$ cat src/rtl/fa.sv
// Single-bit full adder used as the datapath bit of the serial adder.
module fa (
    input  logic a,
    input  logic b,
    input  logic cin,
    output logic s,
    output logic cout
);

    assign s    = a ^ b ^ cin;
    assign cout = (a & b) | (cin & (a ^ b));

endmodule

$ cat src/rtl/serial_adder.sv
// Bit-serial adder: one fa instance processes operand bits LSB first, one per clock,
// with a registered carry looped back; result appears WIDTH cycles after start.
module serial_adder #(
    parameter int WIDTH = 8
) (
    input  logic             clk,
    input  logic             rst,
    input  logic             start,
    input  logic [WIDTH-1:0] a,
    input  logic [WIDTH-1:0] b,
    input  logic             cin,
    output logic [WIDTH-1:0] s,
    output logic             cout,
    output logic             busy,
    output logic             done
);

    localparam int CNT_W = $clog2(WIDTH);
    localparam logic [CNT_W-1:0] LAST_CNT = CNT_W'(WIDTH - 1);

    localparam logic [1:0] ST_IDLE  = 2'd0;
    localparam logic [1:0] ST_SHIFT = 2'd1;
    localparam logic [1:0] ST_DONE  = 2'd2;

    logic [1:0]       r_state;
    logic [WIDTH-1:0] r_a_sh;
    logic [WIDTH-1:0] r_b_sh;
    logic [WIDTH-1:0] r_sum_sh;
    logic             r_carry;
    logic [CNT_W-1:0] r_cnt;
    logic [WIDTH-1:0] r_s;
    logic             r_cout;

    logic             w_fa_s;
    logic             w_fa_cout;
    logic [WIDTH-1:0] w_sum_next;

    fa u_fa (
        .a    (r_a_sh[0]),
        .b    (r_b_sh[0]),
        .cin  (r_carry),
        .s    (w_fa_s),
        .cout (w_fa_cout)
    );

    // New sum bit enters at the MSB so that after WIDTH shifts bit 0 holds the LSB.
    assign w_sum_next = {w_fa_s, r_sum_sh[WIDTH-1:1]};

    always_ff @(posedge clk) begin
        if (rst) begin
            r_state  <= ST_IDLE;
            r_a_sh   <= '0;
            r_b_sh   <= '0;
            r_sum_sh <= '0;
            r_carry  <= 1'b0;
            r_cnt    <= '0;
            r_s      <= '0;
            r_cout   <= 1'b0;
        end else begin
            case (r_state)
                ST_SHIFT: begin
                    r_sum_sh <= w_sum_next;
                    r_a_sh   <= {1'b0, r_a_sh[WIDTH-1:1]};
                    r_b_sh   <= {1'b0, r_b_sh[WIDTH-1:1]};
                    r_carry  <= w_fa_cout;
                    if (r_cnt == LAST_CNT) begin
                        r_s     <= w_sum_next;
                        r_cout  <= w_fa_cout;
                        r_state <= ST_DONE;
                    end else begin
                        r_cnt <= r_cnt + 1'b1;
                    end
                end
                ST_DONE: begin
                    r_state <= ST_IDLE;
                end
                default: begin
                    // Unused encoding 3 behaves as IDLE.
                    if (start) begin
                        r_a_sh   <= a;
                        r_b_sh   <= b;
                        r_carry  <= cin;
                        r_cnt    <= '0;
                        r_sum_sh <= '0;
                        r_state  <= ST_SHIFT;
                    end else begin
                        r_state <= ST_IDLE;
                    end
                end
            endcase
        end
    end

    assign s    = r_s;
    assign cout = r_cout;
    assign busy = (r_state == ST_SHIFT);
    assign done = (r_state == ST_DONE);

endmodule

$ cat config.mk
export PLATFORM = sky130hd
export DESIGN_NAME = serial_adder
export DESIGN_NICKNAME = d
export VERILOG_FILES = /design/src/rtl/fa.sv /design/src/rtl/serial_adder.sv
export SDC_FILE = /design/constraint.sdc
export NUM_CORES = 1
export LEC_CHECK = 0
export ABC_AREA = 1
export CORE_ASPECT_RATIO = 1.1
export CORE_MARGIN = 2
export CORE_UTILIZATION = 55
export DETAILED_ROUTE_END_ITERATION = 12
export PLACE_DENSITY = 0.85
export SYNTH_ARGS = -nofsm -noshare
export SYNTH_HDL_FRONTEND = slang
export SYNTH_SLANG_ARGS = --single-unit
$ cat constraint.sdc
create_clock -name clk -period 2.1 [get_ports clk]
set_input_delay 0.63 -clock clk [delete_from_list [all_inputs] [get_ports clk]]
set_output_delay 0.63 -clock clk [all_outputs]
set_load 0.01 [all_outputs]
# Word level (Yosys, flattened, before mapping)
# Index checks and enable logic that the tools add are counted.
dict set report totals {
  ff_bits 39
  in_bits 20
}
dict set report op_classes {
  add_sub_neg 1
  n_eq_ne 5
  n_mux 14
  n_bitwise 6
  n_reduce_logical 4
}
# op count
set ops {}
lappend ops {{8-bit case mux with 2 select lines} 3}
lappend ops {{8-bit 2-to-1 mux} 3}
lappend ops {{3-bit 2-to-1 mux} 2}
lappend ops {{3-bit case mux with 2 select lines} 1}
lappend ops {{2-bit case mux with 2 select lines} 1}
lappend ops {{2-bit AND reduction} 2}
lappend ops {{3-bit by 1-bit adder with 3-bit output, second input constant} 1}
lappend ops {{3-bit == test, second input constant} 1}
lappend ops {{3-bit AND reduction} 1}
lappend ops {{1-bit AND} 2}
lappend ops {{2-bit by 1-bit == test with 1-bit output, second input constant} 1}
lappend ops {{2-bit == test, second input constant} 1}
lappend ops {{1-bit 2-to-1 mux} 2}
lappend ops {{2-bit 2-to-1 mux} 1}
lappend ops {{2-bit by 1-bit != test with 1-bit output, second input constant} 1}
lappend ops {{2-bit != test, second input constant} 1}
lappend ops {{1-bit case mux with 2 select lines} 1}
lappend ops {{2-bit nonzero test} 1}
lappend ops {{1-bit bitwise XOR} 2}
lappend ops {{1-bit inverter} 1}
lappend ops {{1-bit bitwise OR} 1}

# Logic depth before layout (Yosys ltp)
# Gate-level depths: netlist of the first run.
dict set report logic_depth {
  word_depth 4
  mapped_depth 8
  depth_no_buf 7
}

# Cells and area by module
# A second synthesis of the first run with hierarchy kept.
dict set report hier_totals {
  hier_cells 229
  area_unflattened_um2 1659.1
}
# module instances cells_each area_each_um2
set by_module_without_submodules {}
lappend by_module_without_submodules {serial_adder 1 228 1639.1}
lappend by_module_without_submodules {fa 1 1 20.0}

# Least setup slack after synthesis of the first run
# No wires, ideal clock.
dict set report synth_timing {
  path_type {register to register}
  startpoint {register r_state[1]}
  endpoint {register r_a_sh[0]}
  setup_time_ps 113
  arrival_ps 1170
  slack_ps 817
  path_stages_with_launch 9
  n_path_buf 2
  cell_sequence {dfxtp_1 inv_1 ha_1 buf_6 nand2_4 nand2_4 buf_6 o21ai_1 nor2_1}
}
dict set report synth_between {
  elab_chain_len 3
  elab_cells_between_ends 6
  classes_between {eq/ne (2); mux (1); bitwise (1); reduce/logical (2)}
}
# item line
set synth_rtl {}
lappend synth_rtl {{start: declaration} serial_adder.sv:25} ;# logic [1:0] r_state;
lappend synth_rtl {{start signal: assignment} serial_adder.sv:51} ;# r_state <= ST_IDLE;
lappend synth_rtl {{start signal: assignment} serial_adder.sv:69} ;# r_state <= ST_DONE;
lappend synth_rtl {{start signal: assignment} serial_adder.sv:75} ;# r_state <= ST_IDLE;
lappend synth_rtl {{2-bit by 1-bit == test with 1-bit output *} n/a}
lappend synth_rtl {{via busy} serial_adder.sv:14} ;# output logic busy,
lappend synth_rtl {{2-bit nonzero test (no line)} n/a}
lappend synth_rtl {{2-bit AND reduction (no line)} n/a}
lappend synth_rtl {{end signal: assignment} serial_adder.sv:63} ;# r_a_sh <= {1'b0, r_a_sh[WIDTH-1:1]};
lappend synth_rtl {{end: declaration} serial_adder.sv:26} ;# logic [WIDTH-1:0] r_a_sh;
# The timed path passes the listed nets; every way through them passes the cells marked *.
# A chain may end at the register's enable or synchronous reset.

# Worst setup path after layout of the first run
dict set report layout_timing {
  startpoint {register r_state[0]}
  endpoint {output done}
}
dict set report layout_between {
  elab_chain_len 1
}
# item line
set layout_rtl {}
lappend layout_rtl {{2-bit == test} serial_adder.sv:97} ;# assign done = (r_state == ST_DONE);
lappend layout_rtl {{end: declaration} serial_adder.sv:15} ;# output logic done
# Every way passes these cells.

==> results.cfg, run 1 <==
[status]
status = finished, final reports clean

[route]
drt_iter0_drc = 27
wl_per_cell_um = 10.8
drc = 0
avgViaCountPerCell = 5.10
ant_nets = 0
drt_pass1_iterations = 4
routed_wl_um = 3180
via_count = 1504

[floorplan]
rows = 21
pin_count = 31
core_area_sq_mm = 0.00297
die_h_um = 61.8
start_util_pct = 56.3
fp.dieW_um = 56.6
die-area_sq_mm = 0.00350

[place]
gp_congestion = 0.746
numPortBuffers = 30
dp_hpwl_um = 2220
dpl-instance-area_sq_mm = 0.00197

[power]
peakVddDrop_mv = 0.790
leakagePower_uw = 0.000881
pwr_density_cell_mw_per_mm2 = 712

[layout]
final_nets = 285
seqCellArea_sq_um = 761
multi_input_area_sq_um = 795
drive_gt1_share_pct = 9.20
syn_to_final_growth_pct = 22.2
n_antenna_cell = 0
fillCellCount = 258
stdcell_area_sq_mm = 0.00204

[clocking]
clkLatencyLatePin_ps = 350
clk_path_buf_depth = 2
tritoncts = yes
clkSinkCount = 38
cts_root_buf = clkbuf_4
htreeDepth = 2
cts_hold_buf = 0
post_cts_buffers = 0
cts.clk_slew.worst_paths_ps = 110
cts_buffers = 5

[sta]
holdWs_ps = 468
setup_violations = 0
setup_tns_ps = 0
skew_ps = 10.9
tightestPinTransition_ps = 461
fin_crit_ps = 1880
finalCritPeriodShare_pct = 89.5
drv_slew = 0
finalHoldViolCount = 0
slew_headroom_pct = 69.2
fmax_mhz = 532
rsz0062_at_grt = false

[synth]
synth_top_area_share_pct = 45.5
syn-num-nets = 254
synth_seq_cells = 38
synth-warning-count = 0
netlist_area_sq_mm = 0.00167
synth-edff-count = 0
synthTopCellsByArea = dfxtp_1 45%, nand2_1 18%, nor2_1 8.3%, a21oi_1 5.1%, ha_1 3.0%
ys_types = 21
synthCells = 229
ys_seq_area_share_pct = 45.5
synth_top_area_cell = dfxtp_1
syn_avg_cell_area_sq_um = 7.31
synth_flop_cell = dfxtp_1
synthArstFlopShare_pct = 0

[worst_setup_path]
cp-start-kind = flip-flop
endpoint_kind = primary output
critPathTopFamily = flip-flops
critPathMaxStageDelay_ps = 370
crit_arrival_ps = 1250
path_cells = inv_1 > ha_1 > dlygate4sd2_1
path_class = reg -> out
path_max_fanout = 3
path_buf_inv = 2
cp_slowest_cell = dfxtp_1
cp.required_ps = 1470

[global_routing]
grt_pass1_vias = 1317
grt_pass1_wl_um = 5530
overflow = 0
grt_max_degree = 25
grt_usage_pct = 20.5
antenna_found_initial = 0

[run]
max_cap_violations = 0

[worst_hold_path]
hp-class = reg -> reg
## worst min-delay path: cells and delay by family (launching register included)
kind,cells,cell delay [ps]
flip-flops,1,320
AND/OR/NAND/NOR,1,60
AO/OA/AOI/OAI,1,50
## placed cells by master, fill, tap and decap left out
master,n
a211oi_1,1
o21ai_1,8
clkbuf_4,5
dlymetal6s2s_1,1
buf_4,4
a21oi_1,17
nand2_1,81
ha_1,4
clkdlybuf4s50_1,28
inv_1,7
nand3_1,2
o21ai_0,10
nand3_2,3
clkinv_2,2
nand2_2,3
inv_2,2
nand2_4,2
nor2_1,37
dfxtp_1,38
clkinv_1,1
bufinv_16,1
fa_1,1
dlygate4sd2_1,1
a21oi_2,2
## where the power goes
group          switching [uW]  leakage (uW)  internal, uW
clock network             243     0.0000450           247
registers                19.7      0.000311           756
logic                     107      0.000525          84.2
total                     370      0.000881          1090
## Yosys cell counts, types with 3 or more instances
library cell and instances:
inv_1 7, o21ai_0 10, o21ai_1 8, a21oi_1 17
nor2_1 37, buf_6 4, nand2_1 81, nand2_2 3
nand3_2 3, ha_1 4, dfxtp_1 38, buf_4 3
## final cells by class
class,instances,area share [%]
clock inverter,3,1.96
inverter,10,1.84
clock buffer,5,1.84
timing repair buffer,34,16.2
multi-input combinational,171,38.9
tap,34,2.08
sequential,38,37.2
## stage by stage
step | utilization (%) | cells | setup WS (ps) | power (uW)
floorplan | - | 229 | 817 | 924
global route | 68.9 | 295 | 134 | 1530
detailed placement | 66.2 | 287 | 156 | 983
finish | 68.9 | 295 | 220 | 1460
CTS | 68.8 | 295 | 12.6 | 1470
global placement | 66.2 | 287 | 222 | 978
## registers in the layout (all words and copies together), names as in the netlist
name,flops
r_state,2
r_cnt,3
r_sum_sh,7
s,8
r_b_sh,8
r_carry,1
cout,1
r_a_sh,8
## cells by family after synthesis
group / share of synthesized area [%]
AO/OA/AOI/OAI: 12.0
AND/OR/NAND/NOR: 31.3
buffers and inverters: 7.03
adder cells (fa/ha/maj): 4.19
flip-flops: 45.5
## timing repair
action	CTS	global route
resized for setup	1	1
pin swaps	0	0
setup endpoints to repair	1	1
## metal layers
layer  track usage (%)  wire [um]  share of wire [%]  vias up
met5                 0          0                  0        -
met4              8.16         31               0.98        0
met3              6.21        167                5.3        4
met2              35.5       1580                 50       46
met1              24.2       1400                 44      672
li1                  -          -                  -      782
## final timing paths
kind,from,end,slack (ps),cells after the start
min,s[3],s[3],470,2
max,r_state[0],done,220,3
min reg2reg,s[3],s[3],470,2
max reg2reg,r_state[1],r_a_sh[7],490,8
No activity file was read; power rests on OpenSTA's default activity.
==> inputs of run 2 (changes only) <==
--- a/config.mk
+++ b/config.mk
@@ -9,6 +9,7 @@
 export CORE_ASPECT_RATIO = 1.1
 export CORE_MARGIN = 2
 export CORE_UTILIZATION = 55
+export CTS_CLUSTER_DIAMETER = 120
 export DETAILED_ROUTE_END_ITERATION = 12
 export PLACE_DENSITY = 0.85
 export SYNTH_ARGS = -nofsm -noshare
==> results of run 2 <==
No change in the layout: final DEF, timing and power equal those of run 1.
